--- src/rtl/coherence_bus_ctrl.sv ---
// Two-core snooping MSI bus controller: round-robin arbitration of dcache
// transactions onto one RAM port, with snoop and cache-to-cache forwarding.
module coherence_bus_ctrl #(
    parameter int unsigned WORD_W    = 32,
    parameter int unsigned SNOOP_CYC = 1
) (
    input  logic                CLK,
    input  logic                RST,
    input  logic [1:0]          cctrans,
    input  logic [1:0]          ccwrite,
    input  logic [1:0]          dREN,
    input  logic [1:0]          dWEN,
    input  logic [2*WORD_W-1:0] daddr,
    input  logic [2*WORD_W-1:0] dstore,
    output logic [1:0]          dwait,
    output logic [2*WORD_W-1:0] dload,
    output logic [1:0]          ccwait,
    output logic [1:0]          ccinv,
    output logic [2*WORD_W-1:0] ccsnoopaddr,
    output logic                ramREN,
    output logic                ramWEN,
    output logic [WORD_W-1:0]   ramaddr,
    output logic [WORD_W-1:0]   ramstore,
    input  logic [WORD_W-1:0]   ramload,
    input  logic                ram_ready
);
    typedef enum logic [2:0] {S_IDLE, S_WB, S_SNOOP, S_FWD, S_FWDLD, S_MEMLD} state_t;

    localparam logic [2:0] LP_LAST = 3'(SNOOP_CYC - 1);

    state_t              r_state, w_nstate;
    logic                r_g, r_rr, r_wcnt, r_pend, r_served;
    logic [2:0]          r_cnt;
    logic [WORD_W-1:0]   r_buf [2];

    logic [WORD_W-1:0]   w_addr  [2];
    logic [WORD_W-1:0]   w_store [2];
    logic [1:0]          w_req;
    logic                w_o, w_gnt, w_done, w_cap, w_dl_en;
    logic [WORD_W-1:0]   w_dl_val;

    assign w_addr[0]  = daddr[WORD_W-1:0];
    assign w_addr[1]  = daddr[2*WORD_W-1:WORD_W];
    assign w_store[0] = dstore[WORD_W-1:0];
    assign w_store[1] = dstore[2*WORD_W-1:WORD_W];
    assign w_req      = cctrans | dWEN | dREN;
    assign w_o        = ~r_g;

    always_comb begin
        w_nstate    = r_state;
        w_gnt       = r_g;
        w_done      = 1'b0;
        w_cap       = 1'b0;
        w_dl_en     = 1'b0;
        w_dl_val    = '0;
        dwait       = '1;
        dload       = '0;
        ccwait      = '0;
        ccinv       = '0;
        ccsnoopaddr = '0;
        ramREN      = 1'b0;
        ramWEN      = 1'b0;
        ramaddr     = '0;
        ramstore    = '0;
        case (r_state)
            S_IDLE: begin
                if (|w_req) begin
                    w_gnt = (&w_req) ? r_rr : w_req[1];
                    if (cctrans[w_gnt])   w_nstate = S_SNOOP;
                    else if (dWEN[w_gnt]) w_nstate = S_WB;
                    else                  w_nstate = S_MEMLD;
                end
            end
            S_WB: begin
                if (dWEN[r_g]) begin
                    ramWEN   = 1'b1;
                    ramaddr  = w_addr[r_g];
                    ramstore = w_store[r_g];
                    if (ram_ready) dwait[r_g] = 1'b0;
                end else begin
                    w_nstate = S_IDLE;
                    w_done   = 1'b1;
                end
            end
            S_SNOOP, S_FWD: begin
                // Requester also sees ccwait so an S->M upgrade observes its falling edge.
                ccwait      = '1;
                ccsnoopaddr = {2{w_addr[r_g]}};
                ccinv[w_o]  = ccwrite[r_g];
                if (r_state == S_SNOOP) begin
                    if (r_cnt == LP_LAST) begin
                        if (ccwrite[w_o])   w_nstate = S_FWD;
                        else if (dREN[r_g]) w_nstate = S_MEMLD;
                        else begin
                            w_nstate = S_IDLE;
                            w_done   = 1'b1;
                        end
                    end
                end else if (dWEN[w_o]) begin
                    ramWEN   = 1'b1;
                    ramaddr  = w_addr[w_o];
                    ramstore = w_store[w_o];
                    if (ram_ready) begin
                        dwait[w_o] = 1'b0;
                        w_cap      = 1'b1;
                        if (r_wcnt) w_nstate = S_FWDLD;
                    end
                end
            end
            S_FWDLD: begin
                if (r_pend) begin
                    dwait[r_g] = 1'b0;
                    w_dl_en    = 1'b1;
                    w_dl_val   = r_buf[w_addr[r_g][2]];
                    if (r_served) begin
                        w_nstate = S_IDLE;
                        w_done   = 1'b1;
                    end
                end else if (!dREN[r_g] && r_served) begin
                    w_nstate = S_IDLE;
                    w_done   = 1'b1;
                end
            end
            S_MEMLD: begin
                if (dREN[r_g]) begin
                    ramREN  = 1'b1;
                    ramaddr = w_addr[r_g];
                    if (ram_ready) begin
                        dwait[r_g] = 1'b0;
                        w_dl_en    = 1'b1;
                        w_dl_val   = ramload;
                    end
                end else begin
                    w_nstate = S_IDLE;
                    w_done   = 1'b1;
                end
            end
            default: w_nstate = S_IDLE;
        endcase
        if (w_dl_en) begin
            if (r_g) dload[2*WORD_W-1:WORD_W] = w_dl_val;
            else     dload[WORD_W-1:0]        = w_dl_val;
        end
    end

    always_ff @(posedge CLK) begin
        if (RST) begin
            r_state  <= S_IDLE;
            r_g      <= 1'b0;
            r_rr     <= 1'b0;
            r_cnt    <= '0;
            r_wcnt   <= 1'b0;
            r_pend   <= 1'b0;
            r_served <= 1'b0;
            r_buf    <= '{default: '0};
        end else begin
            r_state <= w_nstate;
            if (r_state == S_IDLE) begin
                r_g      <= w_gnt;
                r_cnt    <= '0;
                r_wcnt   <= 1'b0;
                r_pend   <= 1'b0;
                r_served <= 1'b0;
            end
            if (r_state == S_SNOOP) r_cnt <= r_cnt + 3'd1;
            if (w_cap) begin
                r_buf[w_addr[w_o][2]] <= w_store[w_o];
                r_wcnt                <= 1'b1;
            end
            if (r_state == S_FWDLD) begin
                if (r_pend) begin
                    r_pend   <= 1'b0;
                    r_served <= 1'b1;
                end else if (dREN[r_g]) begin
                    r_pend <= 1'b1;
                end
            end
            if (w_done) r_rr <= ~r_g;
        end
    end
endmodule

--- config.mk ---
export PLATFORM = sky130hd
export DESIGN_NAME = coherence_bus_ctrl
export DESIGN_NICKNAME = d
export VERILOG_FILES = /design/src/rtl/coherence_bus_ctrl.sv
export SDC_FILE = /design/constraint.sdc
export NUM_CORES = 1
export LEC_CHECK = 0
export CELL_PAD_IN_SITES_DETAIL_PLACEMENT = 1
export CELL_PAD_IN_SITES_GLOBAL_PLACEMENT = 1
export CORE_MARGIN = 10
export CORE_UTILIZATION = 29
export CTS_BUF_LIST = sky130_fd_sc_hd__clkbuf_4 sky130_fd_sc_hd__clkbuf_8
export CTS_CLUSTER_SIZE = 10
export DETAILED_ROUTE_END_ITERATION = 16
export PLACE_DENSITY_LB_ADDON = 0.1
export SLEW_MARGIN = 15
export SYNTH_ARGS = -nofsm -noshare
export SYNTH_HDL_FRONTEND = slang
export SYNTH_SLANG_ARGS = --single-unit
--- constraint.sdc ---
create_clock -name CLK -period 2.5 [get_ports CLK]
set_clock_uncertainty 0.1 [all_clocks]
set_input_delay 0.5 -clock CLK [delete_from_list [all_inputs] [get_ports CLK]]
set_output_delay 0.5 -clock CLK [all_outputs]
set_load 0.01 [all_outputs]
# After elaboration in Yosys (flattened, before gate mapping)

Index checks and enable logic that the tools add are counted.

Flip-flop bits (word level): 75
Input port bits: 171
Output and inout bits: 200
Word-level logic and storage cells: 171

Add/subtract/negate cells: 1
$lt $le $gt $ge: 10
Equality and inequality tests: 14
Multiplexer cells: 113
Bitwise operators: 10
Reductions and logical operators: 14

Operators with widths:

| cell                 | count |
|---|---|
| $mux W32             | 28 |
| $mux W64             | 2 |
| $pmux W32 S2         | 2 |
| $pmux W32 S3         | 1 |
| $bwmux W64           | 1 |
| $mux W3              | 17 |
| $mux W1              | 45 |
| $demux W32 S1        | 1 |
| $mux W2              | 9 |
| $ne A3 B3 Y1 const B | 6 |
| $pmux W3 S5          | 1 |
| $reduce_and A9 Y1    | 1 |
| $ge A2 B2 Y1 const B | 4 |
| $not A1 Y2           | 4 |
| $pmux W2 S4          | 1 |
| $eq A3 B2 Y1 const B | 2 |
| $eq A3 B3 Y1 const B | 2 |
| $logic_not A3 Y1     | 2 |
| $lt A1 B2 Y1 const B | 3 |
| $ne A2 B2 Y1 const B | 3 |
| $logic_and A1 B1 Y1  | 4 |
| $not A2 Y2           | 2 |
| $or A2 B2 Y2         | 2 |
| $pmux W1 S2          | 2 |
| other kinds (12)     | 17 |

# Longest topological paths before layout

Depth in word-level cells: 12
Depth in mapped cells: 11
Depth with buffers taken out: 7

# Least setup slack after synthesis

OpenSTA, ideal clock, no wires.

Kind: reg2out
From: register r_g
To: output port ramaddr[13]
Arrival time: 1724 ps
Slack: 176 ps
Stages on the path, launching flop included: 9
Buffers on the path: 3
Cells stage by stage: dfxtp_1 -> buf_6 -> mux2i_4 -> nor3_1 -> or2_1 -> buf_6 -> buf_6 -> a221oi_1 -> nor2_1

Cells in the longest elaborated chain, start to end: 8
Elaborated cells between the ends (all ways): 20
Classes of those cells: 17 x mux; 3 x bitwise

Ends and longest elaborated chain:

| item                             | RTL line | source |
|---|---|---|
| start, declared                  | 32       | `logic r_g, r_rr, r_wcnt, r_pend, r_served;` |
| start signal, assigned           | 159      | `r_g <= w_gnt;` |
| $not A1 Y1                       | 47       | `assign w_o = ~r_g;` |
| $not A1 Y2 (implied by the code) | 101      | `ramaddr = w_addr[w_o];` |
| $mux W32 (3 in a row)            | --       |  |
| $mux W32                         | 99       | `end else if (dWEN[w_o]) begin` |
| $mux W32                         | 90       | `if (r_state == S_SNOOP) begin` |
| $pmux W32 S3 *                   | 65       | `case (r_state)` |
| end, declared                    | 22       | `output logic [WORD_W-1:0] ramaddr,` |

Mark *: on every way between the ends. The rest lies on a longest branch, timed or not. The select of a mux whose other input is x is not followed.

# Worst setup path in the final report

From: register r_g
To: output port dload[46]

Cells in the longest elaborated chain, start to end: 12
Elaborated cells between the ends (all ways): 17
Classes of those cells: 15 x mux; 2 x bitwise

Ends and longest elaborated chain:

| item                                        | RTL line | source |
|---|---|---|
| $not A1 Y2 (implied by the code)            | 114      | `w_dl_val = r_buf[w_addr[r_g][2]];` |
| $mux W32 (3 in a row)                       | --       |  |
| $not A1 Y2 (implied by the code)            | 114      |  |
| $mux W32 (implied by the code) (3 in a row) | 114      |  |
| $mux W32                                    | 111      | `if (r_pend) begin` |
| $pmux W32 S2                                | 65       |  |
| $mux W32                                    | 141      | `if (r_g) dload[2*WORD_W-1:WORD_W] = w_dl_val;` |
| $mux W64 *                                  | 140      | `if (w_dl_en) begin` |
| end, declared                               | 16       | `output logic [2*WORD_W-1:0] dload,` |

Marks and branches as above.

==> run_summary.xml <==
<?xml version="1.0" encoding="UTF-8"?>
<metrics>
  <group name="place">
    <metric name="io_buffers" unit="">370</metric>
    <metric name="detailed_place.area" unit="µm²">11300</metric>
    <metric name="post-dp-hpwl" unit="µm">27100</metric>
    <metric name="gp_routability_congestion" unit="">0.853</metric>
  </group>
  <group name="yosys">
    <metric name="largest_family_of_logic_cells_by_synthesized_area" unit="">compound AO/OA/AOI/OAI gates</metric>
    <metric name="synth_largest_area_cell" unit="">dfxtp_1</metric>
    <metric name="syn_inst" unit="">895</metric>
    <metric name="synth_seq_cells" unit="">75</metric>
    <metric name="post_synth_num_cell_types" unit="">49</metric>
    <metric name="synth_edf_count" unit="">0</metric>
    <metric name="syn_avg_cell_area" unit="µm²">7.90</metric>
    <metric name="seq_area_frac_synth" unit="%">21.2</metric>
    <metric name="synth_mux_area_share" unit="%">15.2</metric>
    <metric name="netlist_area" unit="µm²">7070</metric>
    <metric name="synth-main-ff-cell" unit="">dfxtp_1</metric>
    <metric name="fraction_of_the_mapped_netlist_area_in_simple_logic_gates" unit="%">20.3</metric>
    <metric name="yosys.area_share.adder" unit="%">0.354</metric>
    <metric name="async_flop_share" unit="%">0</metric>
    <metric name="synth_fp_nets" unit="">1068</metric>
    <metric name="synth_top_cells_by_area" unit="">dfxtp_1 21%, a221oi_1 16%, mux2i_1 14%</metric>
    <metric name="synth-xor-area-share" unit="%">0</metric>
    <metric name="compound_gate_fraction_of_synth_area" unit="%">31.0</metric>
    <metric name="synth_top_area_share" unit="%">21.2</metric>
    <metric name="yosys_warnings" unit="">0</metric>
  </group>
  <group name="drt">
    <metric name="num_vias" unit="">9124</metric>
    <metric name="postRouteWirelength" unit="µm">42000</metric>
    <metric name="post-route-drc-count" unit="">0</metric>
    <metric name="drt-vias-per-instance" unit="">5.50</metric>
    <metric name="routedWlPerCell" unit="µm">25.3</metric>
    <metric name="detail_route.first_pass.iterations" unit="">4</metric>
    <metric name="antenna_left" unit="">0</metric>
    <metric name="drtIter0Drc" unit="">399</metric>
  </group>
  <group name="critical_path">
    <metric name="critical_path.max_stage_delay" unit="ns">0.40</metric>
    <metric name="worst_setup_path_start_kind" unit="">flip-flop</metric>
    <metric name="cp.arrival" unit="ns">2.31</metric>
    <metric name="timing.critical_path.cells" unit="">mux2i_4 &gt; buf_6 &gt; nor4_4 &gt; buf_6 &gt; buf_6 &gt; o21ai_4 &gt; buf_12 &gt; clkbuf_16 &gt; nor2b_1 &gt; buf_2</metric>
    <metric name="r2r.worst_path.cells" unit="">9</metric>
    <metric name="critPathBufInv" unit="">6</metric>
    <metric name="cell_family_with_the_largest_share_of_critical_path_delay" unit="">buffers and inverters</metric>
    <metric name="crit_path_frequent_cell" unit="">buf_6</metric>
    <metric name="worstSetupEndpointType" unit="">output port</metric>
    <metric name="r2r_setup_slack" unit="ns">0.17</metric>
    <metric name="cp.required" unit="ns">1.90</metric>
    <metric name="worst-setup-path-type" unit="">reg2out</metric>
    <metric name="critical_path.slowest_cell" unit="">dfxtp_4</metric>
    <metric name="worst-path-stages" unit="">10</metric>
    <metric name="worst_reg2reg_path_startpoint" unit="">r_g</metric>
    <metric name="rr_endpoint" unit="">r_buf[4]</metric>
    <metric name="critical_path_peak_fanout" unit="">8</metric>
  </group>
  <group name="timing">
    <metric name="finalSetupViolCount" unit="">158</metric>
    <metric name="rsz0062_at_grt" unit="">true</metric>
    <metric name="setup-tns-final" unit="ns">-39.21</metric>
    <metric name="max_slew_margin" unit="%">56.8</metric>
    <metric name="max_freq" unit="GHz">0.343</metric>
    <metric name="hold_violations" unit="">0</metric>
    <metric name="post-route-worst-setup-slack" unit="ns">-0.413</metric>
    <metric name="timing.final.crit_share" unit="%">117</metric>
    <metric name="tightest_slew" unit="ns">0.648</metric>
    <metric name="finalMaxSlewViolations" unit="">0</metric>
    <metric name="finalCriticalPeriod" unit="ns">2.91</metric>
  </group>
  <group name="final_layout">
    <metric name="fillCellCount" unit="">2692</metric>
    <metric name="layout-area-overhead-vs-synth" unit="%">102</metric>
    <metric name="nets" unit="">1502</metric>
    <metric name="ff_latch_area" unit="µm²">1510</metric>
    <metric name="drive_gt1_share" unit="%">51.2</metric>
    <metric name="finish.instance_area" unit="µm²">14300</metric>
    <metric name="multi_input_comb_area" unit="µm²">6530</metric>
  </group>
  <group name="power">
    <metric name="power_report.internal_total" unit="mW">4.94</metric>
    <metric name="total_power" unit="mW">8.76</metric>
    <metric name="powerDensity" unit="nW/µm²">614</metric>
    <metric name="p_switching" unit="mW">3.81</metric>
    <metric name="power_frac_comb" unit="%">70.4</metric>
    <metric name="vdd.ir_drop.worst" unit="V">0.000319</metric>
    <metric name="p_sw_share" unit="%">43.6</metric>
    <metric name="power.share.clock" unit="%">14.2</metric>
    <metric name="p_leak" unit="nW">5.81</metric>
    <metric name="share_seq_of_total_power" unit="%">15.4</metric>
  </group>
  <group name="clock_network">
    <metric name="cts.root.buffer_cell" unit="">clkbuf_8</metric>
    <metric name="cts-htree-levels" unit="">3</metric>
    <metric name="clock_path_buffers" unit="">2</metric>
    <metric name="clock_sink_count" unit="">75</metric>
    <metric name="clkTransAtPathRegs" unit="ns">0.08</metric>
    <metric name="clock_insertion_delay_at_the_later_pin_of_the_skew_report" unit="ns">0.34</metric>
    <metric name="numCtsBuffers" unit="">9</metric>
    <metric name="cts-hold-fix-buffers" unit="">0</metric>
    <metric name="cts_tree" unit="">yes</metric>
  </group>
  <group name="die">
    <metric name="io_pins" unit="">371</metric>
    <metric name="fp.dieArea" unit="µm²">31000</metric>
    <metric name="die_height" unit="µm">176</metric>
    <metric name="initial_core_util" unit="%">29.3</metric>
    <metric name="rows" unit="">57</metric>
    <metric name="std_cell_core_area" unit="µm²">24200</metric>
    <metric name="dieWidth" unit="µm">176</metric>
  </group>
  <group name="grt">
    <metric name="grt_pass1_vias" unit="">9272</metric>
    <metric name="globalRouteTotalUtil" unit="%">22.9</metric>
    <metric name="gr-total-overflow" unit="">0</metric>
    <metric name="wire_length_of_the_first_global_routing_pass" unit="µm">56300</metric>
    <metric name="maximum_number_of_pins_on_one_net_before_global_route_repair" unit="">65</metric>
    <metric name="antenna_found_initial" unit="">3</metric>
  </group>
  <group name="outcome">
    <metric name="result_of_the_run" unit="">finished, violations left</metric>
    <metric name="failed_checks" unit="">setup timing</metric>
  </group>
  <group name="worst_hold_path">
    <metric name="timing.hold.worst_path_depth" unit="">2</metric>
    <metric name="hold_path_class" unit="">reg2reg</metric>
    <metric name="hold-path-endpoint" unit="">r_wcnt</metric>
    <metric name="hold_path.startpoint" unit="">r_wcnt</metric>
  </group>
  <group name="job">
    <metric name="maxCapViolations" unit="">0</metric>
  </group>
</metrics>
[cells in the mapped netlist (12+ instances only)]
cell type,number
buf_2,23
mux2i_1,98
a21oi_1,12
nor2b_1,37
dfxtp_1,75
clkbuf_1,41
buf_4,43
o21ai_0,41
a221oi_1,128
a211oi_1,35
buf_6,17
nand2_1,42
nor2_1,171
and2_1,32
a211oi_2,32
[tightest hold or removal path, stage by stage, from the launching register on]
cell and delay (ns):
dfxtp_1 0.32, nand2_1 0.05, a21oi_1 0.05
[metal layers]
metal | share of wire [%] | vias up | GRT usage (%)
met5 | 0 | - | 0
met4 | 3.3 | 0 | 7.56
li1 | - | 4227 | -
met3 | 6.7 | 64 | 6.49
met2 | 51 | 314 | 39.2
met1 | 39 | 4519 | 26.9
[worst max-delay path by stage]
stage	slack (ns)	end	from
5_1_grt	-0.50	dload[33]	r_g
4_1_cts	-0.38	ramaddr[30]	r_g
3_5_place_dp	-0.99	ramstore[18]	dWEN[0]
3_3_place_gp	-0.96	ramstore[18]	dWEN[0]
2_1_floorplan	0.18	ramaddr[13]	r_g
6_report	-0.41	dload[46]	r_g
[power by group through the flow]
stage | Combinational [mW] | Clock (mW) | Sequential [mW]
floorplan | 2.56 | 0 | 1.31
global placement | 4.98 | 0 | 1.36
detailed placement | 5.01 | 0 | 1.36
CTS | 5.46 | 1.27 | 1.34
global route | 6.50 | 1.32 | 1.36
finish | 6.16 | 1.24 | 1.35
[stage by stage]
| stage | hold slack [ns] | instances | utilization (%) | setup WS (ns) |
|---|---|---|---|---|
| after floorplan | 0.332 | 895 | - | 0.176 |
| after global placement | 0.338 | 1550 | 46.8 | -0.963 |
| after detailed placement | 0.357 | 1550 | 46.8 | -0.989 |
| after CTS | 0.370 | 1609 | 51.7 | -0.385 |
| after global routing | 0.412 | 1659 | 59.0 | -0.500 |
| final | 0.367 | 1660 | 59.0 | -0.413 |
[state kept, by name, indices dropped and copies added (netlist names)]
register and flops:
r_buf 64, r_cnt 3, r_g 1, r_pend 1, r_rr 1, r_served 1, r_state 3, r_wcnt 1
[timing repair]
item / in CTS / in global routing
resized for setup: 804 / 397
gates cloned: 17 / 21
endpoints found under the hold margin: 0 / 0
setup buffers: 30 / 33
pin swaps: 31 / 130
endpoints found under the setup margin: 229 / 196
[cells by family after synthesis]
family	after synthesis
simple gates	311
compound gates	264
buf+inv	139
mux	104
flops	75
fa+ha+maj	2
[placed cells by master, fill, tap and decap left out, types with 10 or more instances in the layout]
cell type and n:
clkdlybuf4s50_1 176, nor2_1 159, buf_2 107, a221oi_2 100
mux2i_1 73, buf_4 71, dfxtp_1 71, buf_6 69
clkbuf_2 37, a211oi_1 35, a211oi_2 32, o21ai_2 30
buf_12 30, a221oi_4 23, nor2b_1 23, nand2_4 22
and2_1 19, clkbuf_16 17, mux2i_2 16, nand2_1 13
and2_4 13, mux2i_4 11, a21oi_1 11, nor2_2 11
buf_16 11, nor2b_4 10
[area by class of cell]
cell class / count / share of cell area (%)
Tap cell: 324 / 2.84
Clock inverter: 6 / 0.965
Inverter: 9 / 0.246
Clock buffer: 9 / 0.868
Timing Repair Buffer: 547 / 38.7
Multi-Input combinational cell: 687 / 45.8
Sequential cell: 75 / 10.6
Antenna cell: 3 / 0.0526
(Power assumes the default switching activity.)
